**src/rtl/conn_setup_sequencer.sv**
```systemverilog
// Round-robin front end for the RPC connection-setup port: grants one requester,
// serializes its open/close descriptor into setup frames, then returns status.
module conn_setup_sequencer #(
  parameter int unsigned NUM_REQ   = 4,
  parameter int unsigned CONN_ID_W = 16,
  parameter int unsigned FLOW_W    = 8,
  parameter int unsigned TIMEOUT   = 1024
) (
  input  logic                          clk,
  input  logic                          reset,
  input  logic                          init_done_in,
  input  logic [NUM_REQ-1:0]            req_valid_in,
  output logic [NUM_REQ-1:0]            req_ready_out,
  input  logic [NUM_REQ-1:0]            req_open_in,
  input  logic [NUM_REQ*CONN_ID_W-1:0]  req_conn_id_in,
  input  logic [NUM_REQ*32-1:0]         req_dest_ip_in,
  input  logic [NUM_REQ*16-1:0]         req_dest_port_in,
  input  logic [NUM_REQ*FLOW_W-1:0]     req_flow_id_in,
  input  logic [NUM_REQ*16-1:0]         req_qp_num_in,
  input  logic [NUM_REQ*16-1:0]         req_p_key_in,
  input  logic [NUM_REQ*32-1:0]         req_q_key_in,
  output logic [NUM_REQ-1:0]            rsp_valid_out,
  output logic                          rsp_err_out,
  output logic                          setup_en_out,
  output logic [3:0]                    setup_cmd_out,
  output logic [31:0]                   setup_data_out,
  input  logic                          status_valid_in,
  input  logic                          status_err_in,
  input  logic                          parse_err_in,
  output logic                          busy_out
);

  localparam int unsigned IDX_W = (NUM_REQ > 1) ? $clog2(NUM_REQ) : 1;
  localparam int unsigned CNT_W = $clog2(TIMEOUT + 1);

  localparam logic [3:0] CMD_CONN_ID   = 4'd0;
  localparam logic [3:0] CMD_OPEN      = 4'd1;
  localparam logic [3:0] CMD_DEST_IP   = 4'd2;
  localparam logic [3:0] CMD_DEST_PORT = 4'd3;
  localparam logic [3:0] CMD_FLOW_ID   = 4'd4;
  localparam logic [3:0] CMD_QP_FIELDS = 4'd5;
  localparam logic [3:0] CMD_Q_KEY     = 4'd6;
  localparam logic [3:0] CMD_ENABLE    = 4'd7;

  typedef enum logic [2:0] {StIdle, StGrant, StEmit, StWait, StResp} state_e;

  state_e               state_q, state_d;
  logic [IDX_W-1:0]     rr_q, rr_d, winner_q, winner_d, pick, cand;
  logic                 found;
  logic [2:0]           idx_q, idx_d, last_idx;
  logic [CNT_W-1:0]     cnt_q, cnt_d;
  logic                 perr_q, perr_d, parse_q, err_q, err_d, latch_en, parse_rise;
  logic [3:0]           cmd;

  logic                 open_q;
  logic [CONN_ID_W-1:0] conn_q;
  logic [31:0]          ip_q, qkey_q;
  logic [15:0]          port_q, qp_q, pkey_q;
  logic [FLOW_W-1:0]    flow_q;

  // First valid requester at or after the round-robin pointer.
  always_comb begin
    found = 1'b0;
    pick  = rr_q;
    cand  = rr_q;
    for (int unsigned i = 0; i < NUM_REQ; i++) begin
      cand = IDX_W'((32'(rr_q) + i) % NUM_REQ);
      if (!found && req_valid_in[cand]) begin
        found = 1'b1;
        pick  = cand;
      end
    end
  end

  // Open frames map index straight to command; close skips to Enable after Open.
  always_comb begin
    last_idx = open_q ? 3'd7 : 3'd2;
    if (open_q || idx_q < 3'd2) cmd = {1'b0, idx_q};
    else                        cmd = CMD_ENABLE;
  end

  assign parse_rise = parse_err_in & ~parse_q;
  assign busy_out   = (state_q != StIdle);

  always_comb begin
    state_d        = state_q;
    rr_d           = rr_q;
    winner_d       = winner_q;
    idx_d          = idx_q;
    cnt_d          = cnt_q;
    perr_d         = perr_q;
    err_d          = err_q;
    latch_en       = 1'b0;
    req_ready_out  = '0;
    rsp_valid_out  = '0;
    rsp_err_out    = 1'b0;
    setup_en_out   = 1'b0;
    setup_cmd_out  = 4'd0;
    setup_data_out = 32'd0;
    unique case (state_q)
      StIdle: begin
        if (init_done_in && found) begin
          winner_d = pick;
          state_d  = StGrant;
        end
      end
      StGrant: begin
        req_ready_out[winner_q] = 1'b1;
        latch_en = 1'b1;
        rr_d     = (winner_q == IDX_W'(NUM_REQ - 1)) ? '0 : winner_q + 1'b1;
        idx_d    = 3'd0;
        perr_d   = 1'b0;
        state_d  = StEmit;
      end
      StEmit: begin
        setup_en_out  = 1'b1;
        setup_cmd_out = cmd;
        unique case (cmd)
          CMD_CONN_ID:   setup_data_out = 32'(conn_q);
          CMD_OPEN:      setup_data_out = 32'(open_q);
          CMD_DEST_IP:   setup_data_out = ip_q;
          CMD_DEST_PORT: setup_data_out = 32'(port_q);
          CMD_FLOW_ID:   setup_data_out = 32'(flow_q);
          CMD_QP_FIELDS: setup_data_out = {qp_q, pkey_q};
          CMD_Q_KEY:     setup_data_out = qkey_q;
          CMD_ENABLE:    setup_data_out = 32'd1;
          default:       setup_data_out = 32'd0;
        endcase
        if (parse_rise) perr_d = 1'b1;
        if (idx_q == last_idx) begin
          cnt_d   = '0;
          state_d = StWait;
        end else begin
          idx_d = idx_q + 3'd1;
        end
      end
      StWait: begin
        // Status beats both a latched parse error and a coincident timeout.
        if (status_valid_in) begin
          err_d   = status_err_in;
          state_d = StResp;
        end else if (perr_q || parse_rise) begin
          err_d   = 1'b1;
          state_d = StResp;
        end else if (cnt_q == CNT_W'(TIMEOUT - 1)) begin
          err_d   = 1'b1;
          state_d = StResp;
        end else begin
          cnt_d = cnt_q + 1'b1;
        end
      end
      StResp: begin
        rsp_valid_out[winner_q] = 1'b1;
        rsp_err_out = err_q;
        state_d     = StIdle;
      end
      default: state_d = StIdle;
    endcase
  end

  always_ff @(posedge clk) begin
    if (reset) begin
      state_q  <= StIdle;
      rr_q     <= '0;
      winner_q <= '0;
      idx_q    <= 3'd0;
      cnt_q    <= '0;
      perr_q   <= 1'b0;
      parse_q  <= 1'b0;
      err_q    <= 1'b0;
      open_q   <= 1'b0;
      conn_q   <= '0;
      ip_q     <= 32'd0;
      port_q   <= 16'd0;
      flow_q   <= '0;
      qp_q     <= 16'd0;
      pkey_q   <= 16'd0;
      qkey_q   <= 32'd0;
    end else begin
      state_q  <= state_d;
      rr_q     <= rr_d;
      winner_q <= winner_d;
      idx_q    <= idx_d;
      cnt_q    <= cnt_d;
      perr_q   <= perr_d;
      parse_q  <= parse_err_in;
      err_q    <= err_d;
      if (latch_en) begin
        open_q <= req_open_in[winner_q];
        conn_q <= req_conn_id_in[winner_q*CONN_ID_W +: CONN_ID_W];
        ip_q   <= req_dest_ip_in[winner_q*32 +: 32];
        port_q <= req_dest_port_in[winner_q*16 +: 16];
        flow_q <= req_flow_id_in[winner_q*FLOW_W +: FLOW_W];
        qp_q   <= req_qp_num_in[winner_q*16 +: 16];
        pkey_q <= req_p_key_in[winner_q*16 +: 16];
        qkey_q <= req_q_key_in[winner_q*32 +: 32];
      end
    end
  end

endmodule
```
**config.mk**
```make
export PLATFORM = sky130hd
export DESIGN_NAME = conn_setup_sequencer
export DESIGN_NICKNAME = d
export VERILOG_FILES = /design/src/rtl/conn_setup_sequencer.sv
export SDC_FILE = /design/constraint.sdc
export NUM_CORES = 1
export LEC_CHECK = 0
export CORE_AREA = 3 3 233 235
export CTS_BUF_LIST = sky130_fd_sc_hd__clkbuf_16
export DETAILED_ROUTE_END_ITERATION = 12
export DIE_AREA = 0 0 236 238
export GPL_TIMING_DRIVEN = 0
export PLACE_DENSITY_LB_ADDON = 0.2
export SYNTH_ARGS = -nofsm -noshare
export SYNTH_HDL_FRONTEND = slang
export SYNTH_SLANG_ARGS = --single-unit
```
**constraint.sdc**
```tcl
create_clock -name clk -period 1.95 [get_ports clk]
set_input_delay 0.4875 -clock clk [delete_from_list [all_inputs] [get_ports clk]]
set_output_delay 0.4875 -clock clk [all_outputs]
set_load 0.05 [all_outputs]
```
==> results.txt, run 1 <==
----------------------------------------------------
[CTS]
  Worst skew pair latency ... 0.44 ns
  TritonCTS clock tree ... done
  Clock root buffer ... clkbuf_16
  CTS H-tree depth ... 4
  Clock-pin slew of the registers on the worst-case setup and hold paths ... 0.07 ns
  Number of clock buffers inserted by TritonCTS ... 17
  CTS Hold Bufs ... 0
  Clk buf depth ... 2
  Clock tree sinks ... 161

[Yosys]
  Commonest register cell after synthesis ... dfxtp_1
  Async S/R FF share, synth ... 0%
  Sequential element share of the synthesized area ... 31.9%
  Ranking of synthesized cells by instance count ... nand2_1 (294), dfxtp_1 (161), a21oi_1 (151)
  Top cells by area in the synthesized netlist ... dfxtp_1 (32%), mux4_2 (31%), nand2_1 (11%)
  Post-Syn Area per Cell ... 9.50 um^2
  Number of standard cells after synthesis ... 1,062
  Synth warnings ... 0
  Most frequent cell after synthesis ... nand2_1
  Portion of synthesized cell area occupied by the leading cell type ... 31.9%
  Syn nets ... 1,626
  Synth area leader ... dfxtp_1
  Count of flip-flops with a built-in enable after synthesis ... 0
  Post-synthesis register bit count ... 161
  Synth cell types ... 55
  Post-synth design cell area ... 10,100 um^2

[Floorplanning]
  FP Rows ... 84
  Die area ... 56,200 um^2
  Initial Utilization ... 19.2%
  I/O pin total ... 605
  Die X-Extent ... 236 um
  Vertical die dimension ... 238 um
  Floorplan Core Area ... 52,400 um^2

[Routing]
  Detailed Route WL ... 61,000 um
  Vias ... 11,500
  Routed length per placed instance ... 24.9 um
  1st-iter DRT viols ... 647
  Vias per cell ... 4.70
  Number of remaining DRC errors ... 0
  Routed Antenna Nets ... 0
  Number of detailed-routing iterations run before antenna repair ... 5

[Final layout]
  Non-filler cells in the finished layout ... 2,451
  Synth-to-Final Area Change ... 96.5%
  Post-layout utilization of the core ... 37.8%
  Number of nets at the end of the flow ... 2,314
  Final cell area excluding filler cells ... 19,800 um^2
  Sequential cell area ... 3250 um^2
  Combined area of the multi-input logic cells ... 7180 um^2
  Fraction of final layout cells with drive strength greater than 1 ... 27.8%
  Fillcell total ... 5,245
  Antenna diode instance count ... 0

[Place]
  GPL Wtd Cong ... 0.808
  Number of cells after detailed placement ... 2,353
  Minimum setup slack after placement ... -1.40 ns
  Cell area reported after detailed placement ... 17,500 um^2
  Detailed Place HPWL ... 50,600 um
  Number of I/O port buffers ... 603

[Pwr]
  Total Power ... 12.4 mW
  Leakage power ... 6.63 nW
  Maximum ir drop on the vdd rail ... 519 uV
  PwrDens ... 626 nW/um^2

[Global routing]
  Met1 track demand over resource ... 24.8%
  Initial antenna violation count ... 9
  Largest net degree at the start of global routing ... 17
  Met3 track utilization from global routing ... 4.18%
  Total track usage ... 20.9%
  Wire length of the first global-routing pass ... 85,600 um
  Most heavily used metal layer in global routing ... met2
  Overall overflow remaining after global route ... 0
  Via count of the first global-routing pass ... 12,500
  Met2 track utilization from global routing ... 39.4%

[Setup path]
  Setup crit start kind ... register
  Crit path capture type ... output pin
  Critical path required time ... 1.46 ns
  Highest fanout seen on the critical path ... 6
  Critical path arrival ... 2.23 ns
  Setup Crit Path Kind ... reg2out

[Timing]
  Least-Margin Pin Slew ... 0.684 ns
  Final hold slack ... 0.431 ns
  Total negative slack for setup checks ... -23.01 ns
  Share of the clock period used by the worst path after layout ... 139%
  Setup repair after global routing missed its margin ... yes
  Final setup slack of the worst path ... -0.765 ns
  Count of pins over their slew limit ... 0
  Max Clock Skew ... 0.0106 ns
  Final critical-path required period ... 2.72 ns
  Number of hold-slack violations in the final timing report ... 0
  Slew margin rel. ... 54.4%
  Peak Freq ... 368 MHz
  Final count of negative-setup-slack endpoints ... 44

[Outcome]
  Violated checks ... setup timing
  Result of the run ... complete, but fails checks

[Job]
  Max_cap viols ... 0

[Min path]
  Class of the most critical hold timing path ... reg2reg

----------------------------------------------------
==> final cells by class <==
class | count | share of cell area, %
multi-input combinational | 793 | 36.2
timing repair buffer | 675 | 35.3
sequential | 161 | 16.4
buffer | 94 | 4.37
tap | 688 | 4.34
clock buffer | 17 | 2.15
clock inverter | 15 | 0.846
inverter | 8 | 0.316
==> state kept, by name (all words and copies together) (netlist names) <==
name,cells
cnt_q,11
conn_q,16
err_q,1
flow_q,8
idx_q,3
ip_q,32
open_q,1
parse_q,1
perr_q,1
pkey_q,16
port_q,16
qkey_q,32
qp_q,16
rr_q,2
state_q,3
winner_q,2
==> repair_timing <==
| item | CTS | global route |
|---|---|---|
| resized for setup | 550 | 78 |
| setup buffers | 48 | 25 |
| hold endpoints to repair | 0 | 0 |
| pin swaps | 67 | 40 |
| setup endpoints to repair | 202 | 155 |
| cloned | 5 | 0 |
==> metal layers <==
metal | routed length [um] | part of all wire [%]
met4 | 820 | 1.3
met1 | 24500 | 40
met5 | 54 | 0.089
met3 | 3250 | 5.3
met2 | 32400 | 53
==> cell usage in the layout, fill, tap and decap left out, types with 4 or more instances in the layout <==
cell type	instances
clkdlybuf4s50_1	557
nand2_1	287
dfxtp_1	152
a21oi_1	147
mux4_2	137
buf_8	44
buf_4	44
buf_6	36
a22oi_2	30
clkbuf_2	25
nor2_4	22
clkbuf_16	21
buf_12	19
a222oi_1	17
a31oi_4	15
clkbuf_1	15
nor2_1	10
buf_2	10
and3_4	9
nand3_1	9
a22oi_1	8
clkbuf_4	8
nor3_1	7
o21ai_0	6
nor2b_1	6
nand2_2	6
dfxtp_4	6
nand4_1	5
a21o_1	5
clkinv_2	5
nor3_4	4
inv_1	4
ha_4	4
==> power by group <==
| part | internal (mW) | switching (mW) | leakage (nW) | total, mW |
|---|---|---|---|---|
| clock network | 2.00 | 1.48 | 0.286 | 3.48 |
| logic | 2.61 | 2.34 | 5.03 | 4.95 |
| registers | 3.67 | 0.312 | 1.32 | 3.98 |
| total | 8.28 | 4.13 | 6.63 | 12.4 |
==> logic make-up after synthesis <==
family                     Yosys count  synth area share [%]
DFF                                161                  31.9
and+or+nand+nor                    393                  16.5
adders and majority gates            6                 0.744
muxes                              137                  30.6
xor gates and xnor gates             2                 0.174
other                                1                0.0372
AOI/OAI and AO/OA                  254                  15.5
buffers and inverters              108                  4.56
==> path summary, 6_finish.rpt <==
| kind | end | slack (ns) | cells past startpoint | start |
|---|---|---|---|---|
| max | setup_data_out[22] | -0.77 | 7 | open_q$_SDFFE_PP0P_ |
| min | cnt_q[10]$_SDFFE_PP0P_ | 0.43 | 2 | cnt_q[10]$_SDFFE_PP0P_ |
| max reg2reg | qkey_q[19]$_SDFFE_PP0P_ | 0.05 | 9 | winner_q[0]$_SDFFE_PP0P_ |
| min reg2reg | cnt_q[10]$_SDFFE_PP0P_ | 0.43 | 2 | cnt_q[10]$_SDFFE_PP0P_ |
==> critical path: stages, from the launching register on <==
cell,delay (ns)
dfxtp_4,0.40
nand2_8,0.10
nor3b_4,0.07
buf_6,0.14
clkbuf_16,0.15
a222oi_1,0.64
nor2_4,0.10
buf_8,0.18
(Power assumes the default switching activity.)
==> inputs of run 2 (changes only) <==
- ABC_CLOCK_PERIOD_IN_PS: default -> 1950
- SETUP_SLACK_MARGIN: default -> 0.02
==> run 2 against run 1 <==
Effect of this change: combinational power up 13%; sequential share of layout area is 0.90 points lower; flip-flop and latch count unchanged; fmax down 4.9%; sequential power is essentially flat; clock power up 4%; routed wire length rose by 1.8%; the flow still finishes with violations (setup timing); setup slack worse by 0.14 ns.
==> results.txt, run 2 (synthesis gave the netlist of run 1 again) <==
----------------------------------------------------
[Outcome]
  Result of the run ... complete, but fails checks
  Violated checks ... setup timing

[Pwr]
  PwrDens ... 628 nW/um^2
  Leakage power ... 7.09 nW
  Total Power ... 13.2 mW
  Maximum ir drop on the vdd rail ... 619 uV

[Global routing]
  Overall overflow remaining after global route ... 0
  Largest net degree at the start of global routing ... 17
  Total track usage ... 20.8%
  Via count of the first global-routing pass ... 12,500
  Wire length of the first global-routing pass ... 84,600 um
  Initial antenna violation count ... 1

[Timing]
  Final hold slack ... 0.431 ns
  Share of the clock period used by the worst path after layout ... 146%
  Peak Freq ... 350 MHz
  Max Clock Skew ... 0.0136 ns
  Number of hold-slack violations in the final timing report ... 0
  Slew margin rel. ... 34.9%
  Least-Margin Pin Slew ... 0.976 ns
  Final critical-path required period ... 2.86 ns
  Final setup slack of the worst path ... -0.906 ns
  Count of pins over their slew limit ... 0
  Setup repair after global routing missed its margin ... yes
  Final count of negative-setup-slack endpoints ... 117

[Routing]
  Detailed Route WL ... 62,100 um
  Routed Antenna Nets ... 0
  Routed length per placed instance ... 25.0 um
  Number of remaining DRC errors ... 0
  Vias per cell ... 4.75
  1st-iter DRT viols ... 586
  Vias ... 11,800
  Number of detailed-routing iterations run before antenna repair ... 5

[CTS]
  CTS H-tree depth ... 4
  Clock-pin slew of the registers on the worst-case setup and hold paths ... 0.08 ns
  Clk buf depth ... 2
  TritonCTS clock tree ... done
  Clock tree sinks ... 161
  Number of clock buffers inserted by TritonCTS ... 17
  Clock root buffer ... clkbuf_16
  Worst skew pair latency ... 0.45 ns

[Place]
  GPL Wtd Cong ... 0.819
  Number of cells after detailed placement ... 2,353
  Minimum setup slack after placement ... -1.64 ns
  Detailed Place HPWL ... 49,300 um
  Number of I/O port buffers ... 603
  Cell area reported after detailed placement ... 17,600 um^2

[Setup path]
  Setup crit start kind ... register
  Crit path capture type ... output pin
  Critical path required time ... 1.46 ns
  Setup Crit Path Kind ... reg2out
  Highest fanout seen on the critical path ... 10
  Critical path arrival ... 2.37 ns

[Final layout]
  Fillcell total ... 5,125
  Non-filler cells in the finished layout ... 2,485
  Most common cell after layout, fill and taps aside ... clkdlybuf4s50_1
  Fraction of final layout cells with drive strength greater than 1 ... 35.7%
  Sequential cell area ... 3250 um^2
  Most used cells in the layout excluding fill and tap cells ... clkdlybuf4s50_1 (557), nand2_1 (218), dfxtp_1 (152), mux4_2 (137), a21oi_1 (91)
  Registers with the most flip-flops ... ip_q: 32 flops, qkey_q: 32 flops
  Combined area of the multi-input logic cells ... 7570 um^2
  Number of nets at the end of the flow ... 2,349
  Final cell area excluding filler cells ... 21,000 um^2
  Antenna diode instance count ... 0
  Synth-to-Final Area Change ... 108%

[Floorplanning]
  Floorplan Core Area ... 52,400 um^2
  Die area ... 56,200 um^2
  Initial Utilization ... 19.2%
  Die X-Extent ... 236 um
  I/O pin total ... 605
  Vertical die dimension ... 238 um
  FP Rows ... 84

[Min path]
  Class of the most critical hold timing path ... reg2reg

[Job]
  Max_cap viols ... 0

----------------------------------------------------
## run 2: final timing paths
| kind | start | to | slack, ns | cells past startpoint |
|---|---|---|---|---|
| worst max-delay path | idx_q[1]$_SDFFE_PP0P_ | setup_data_out[22] | -0.91 | 6 |
| worst max register to register | winner_q[0]$_SDFFE_PP0P_ | ip_q[3]$_SDFFE_PP0P_ | -0.14 | 9 |
| worst min register to register | cnt_q[10]$_SDFFE_PP0P_ | cnt_q[10]$_SDFFE_PP0P_ | 0.43 | 2 |
| worst min-delay path | cnt_q[10]$_SDFFE_PP0P_ | cnt_q[10]$_SDFFE_PP0P_ | 0.43 | 2 |
## run 2: layer usage
metal	global-route usage [%]	wire, um	share of wire, %
met4	5.96	1540	2.5
met3	3.33	2730	4.4
met1	24.2	24400	39
met2	39.3	33400	54
met5	0	0	0
## run 2: power by group
group,internal [mW],total [mW],switching [mW]
clock,2.14,3.61,1.47
combinational,3.00,5.60,2.60
sequential,3.67,3.98,0.310
total,8.81,13.2,4.38
## run 2: repair_timing
item	4_1_cts	5_1_grt
hold endpoints to repair	0	0
gates resized for setup	620	202
setup endpoints to repair	200	163
pin swaps	96	90
gates cloned	10	5
setup buffers	75	31
hold buffers	0	0
## run 2: layout make-up
type,count,area share [%]
Clock inverter,14,0.906
Sequential cell,161,15.5
Tap cell,688,4.10
Clock buffer,17,2.03
Buffer,95,4.79
Timing Repair Buffer,709,36.4
Inverter,8,0.274
Multi-Input combinational cell,793,36.0
## run 2: critical path, cell delays in order, from the launching register on
cell and delay [ns]:
dfxtp_4 0.36, buf_8 0.12, nor3b_4 0.18, clkbuf_8 0.19, a222oi_1 0.82, nor2_4 0.05
buf_8 0.19
## run 2: metrics by stage
step / setup TNS, ns / utilization [%]
global placement: -195.08 / 33.5
CTS: -38.40 / 38.6
floorplan: -0.331 / -
detailed placement: -197.69 / 33.5
finish: -27.03 / 40.0
global route: -33.37 / 40.0
==> inputs of run 3 (changes only) <==
- CORE_AREA: 3 3 233 235 -> 3 3 231 233
- DIE_AREA: 0 0 236 238 -> 0 0 234 236
- DONT_BUFFER_PORTS: default -> 1
==> run 3 against run 2 <==
Effect of this change: combinational power is 30% lower; sequential share of layout area is 8.1 points higher; first-iteration DRC count is 14% lower; setup slack better by 0.21 ns; cell area is 34% lower; die area is 1.7% lower; power is 15% lower; count of clock-buffer cells in the layout stayed put; the run still ends with setup timing left; non-clock buffer count is 639 lower.
==> results.txt, run 3 (synthesis gave the netlist of run 1 again) <==
----------------------------------------------------
[Routing]
  Vias per cell ... 4.96
  Number of detailed-routing iterations run before antenna repair ... 5
  Vias ... 9,204
  Detailed Route WL ... 56,600 um
  1st-iter DRT viols ... 506
  Routed Antenna Nets ... 0
  Number of remaining DRC errors ... 0
  Routed length per placed instance ... 30.5 um

[Floorplanning]
  Vertical die dimension ... 236 um
  Die X-Extent ... 234 um
  Floorplan Core Area ... 51,400 um^2
  I/O pin total ... 605
  FP Rows ... 83
  Die area ... 55,200 um^2
  Initial Utilization ... 19.6%

[Timing]
  Slew margin rel. ... 50.6%
  Setup repair after global routing missed its margin ... yes
  Peak Freq ... 378 MHz
  Final count of negative-setup-slack endpoints ... 39
  Final critical-path required period ... 2.65 ns
  Count of pins over their slew limit ... 0
  Max Clock Skew ... 0.00623 ns
  Least-Margin Pin Slew ... 0.742 ns
  Final setup slack of the worst path ... -0.696 ns
  Final hold slack ... 0.189 ns
  Share of the clock period used by the worst path after layout ... 136%
  Number of hold-slack violations in the final timing report ... 0
  Total negative slack for setup checks ... -21.50 ns

[Final layout]
  Post-layout utilization of the core ... 26.8%
  Registers with the most flip-flops ... ip_q: 32 flops, qkey_q: 32 flops
  Final cell area excluding filler cells ... 13,800 um^2
  Number of nets at the end of the flow ... 1,710
  Fraction of final layout cells with drive strength greater than 1 ... 39.1%
  Most common cell after layout, fill and taps aside ... nand2_1
  Synth-to-Final Area Change ... 36.5%
  Most used cells in the layout excluding fill and tap cells ... nand2_1 (268), dfxtp_1 (152), a21oi_1 (139), mux4_2 (137), buf_4 (39)

[Setup path]
  Critical path arrival ... 2.16 ns
  Crit path max-delay cell type ... a222oi_1
  Worst-path cell chain ... nand2_8, nor3b_4, buf_6, clkbuf_16, buf_12, a222oi_1, nor2_4
  Crit path largest cell delay ... 0.58 ns
  Setup crit start kind ... register
  Crit path capture type ... output pin
  Critical path required time ... 1.46 ns
  Setup Crit Path Kind ... reg2out
  Highest fanout seen on the critical path ... 6

[Outcome]
  Violated checks ... setup timing
  Result of the run ... complete, but fails checks

[CTS]
  Worst skew pair latency ... 0.43 ns
  CTS Hold Bufs ... 0
  TritonCTS clock tree ... done
  Clock tree sinks ... 161
  Number of clock buffers inserted by TritonCTS ... 17
  Clk buf depth ... 2
  Clock root buffer ... clkbuf_16
  Clock-pin slew of the registers on the worst-case setup and hold paths ... 0.07 ns
  CTS H-tree depth ... 4

[Global routing]
  Overall overflow remaining after global route ... 0
  Initial antenna violation count ... 18
  Total track usage ... 19.5%
  Largest net degree at the start of global routing ... 17
  Via count of the first global-routing pass ... 9,720
  Wire length of the first global-routing pass ... 74,200 um

[Min path]
  Class of the most critical hold timing path ... in2reg

[Pwr]
  Maximum ir drop on the vdd rail ... 500 uV
  Leakage power ... 4.15 nW
  PwrDens ... 818 nW/um^2

[Place]
  GPL Wtd Cong ... 0.989
  Number of I/O port buffers ... 0
  Detailed Place HPWL ... 45,800 um
  Cell area reported after detailed placement ... 11,500 um^2

[Job]
  Max_cap viols ... 0

----------------------------------------------------
## run 3: area by class of cell
cell class	count	area, um^2
fillers	5494	37600
multi-input cells	793	7260
flip-flops and latches	161	3250
plain buffers	97	935
well taps	680	851
repair buffers	68	815
clock buffers	17	425
clock inverters	15	141
inverters	8	55.1
diodes	17	42.5
## run 3: metal layers
metal	vias to the layer above	share of wire, %	track usage [%]
li1	4176	-	-
met1	4548	40	22.8
met2	409	52	35.1
met3	69	5.5	4.07
met4	2	2.8	6.20
met5	-	0.023	0
## run 3: path summary, 6_finish.rpt
path	slack, ns	end	start	cells past startpoint
worst max-delay path	-0.70	setup_data_out[17]	open_q$_SDFFE_PP0P_	7
worst min-delay path	0.19	parse_q$_SDFF_PP0_	parse_err_in	1
worst max register to register	0.03	ip_q[5]$_SDFFE_PP0P_	winner_q[0]$_SDFFE_PP0P_	8
worst min register to register	0.43	cnt_q[10]$_SDFFE_PP0P_	cnt_q[10]$_SDFFE_PP0P_	2
## run 3: timing repair
item	4_1_cts	5_1_grt
pin swaps	46	48
resized for setup	187	97
endpoints found under the setup margin	201	124
cloned	1	6
buffers inserted	50	13
endpoints found under the hold margin	0	0
## run 3: power breakdown
group | leakage, nW | switching [mW] | internal (mW) | total, mW
sequential | 1.32 | 0.304 | 3.67 | 3.97
clock | 0.282 | 1.48 | 1.88 | 3.36
combinational | 2.55 | 2.23 | 1.71 | 3.94
total | 4.15 | 4.01 | 7.26 | 11.3
## run 3: stage by stage
stage | cells | setup slack [ns] | total power [mW]
floorplan | 1062 | -0.0541 | 6.18
global placement | 1742 | -1.65 | 7.33
detailed placement | 1742 | -1.12 | 7.34
CTS | 1823 | -0.751 | 11.2
global route | 1849 | -0.775 | 11.9
finish | 1856 | -0.696 | 11.3
## run 3: worst max-delay path, delay by kind of cell, from the launching register on
family / cells / cell delay [ns]
compound gates: 1 / 0.58
simple gates: 3 / 0.35
buf+inv: 3 / 0.39
flops: 1 / 0.39
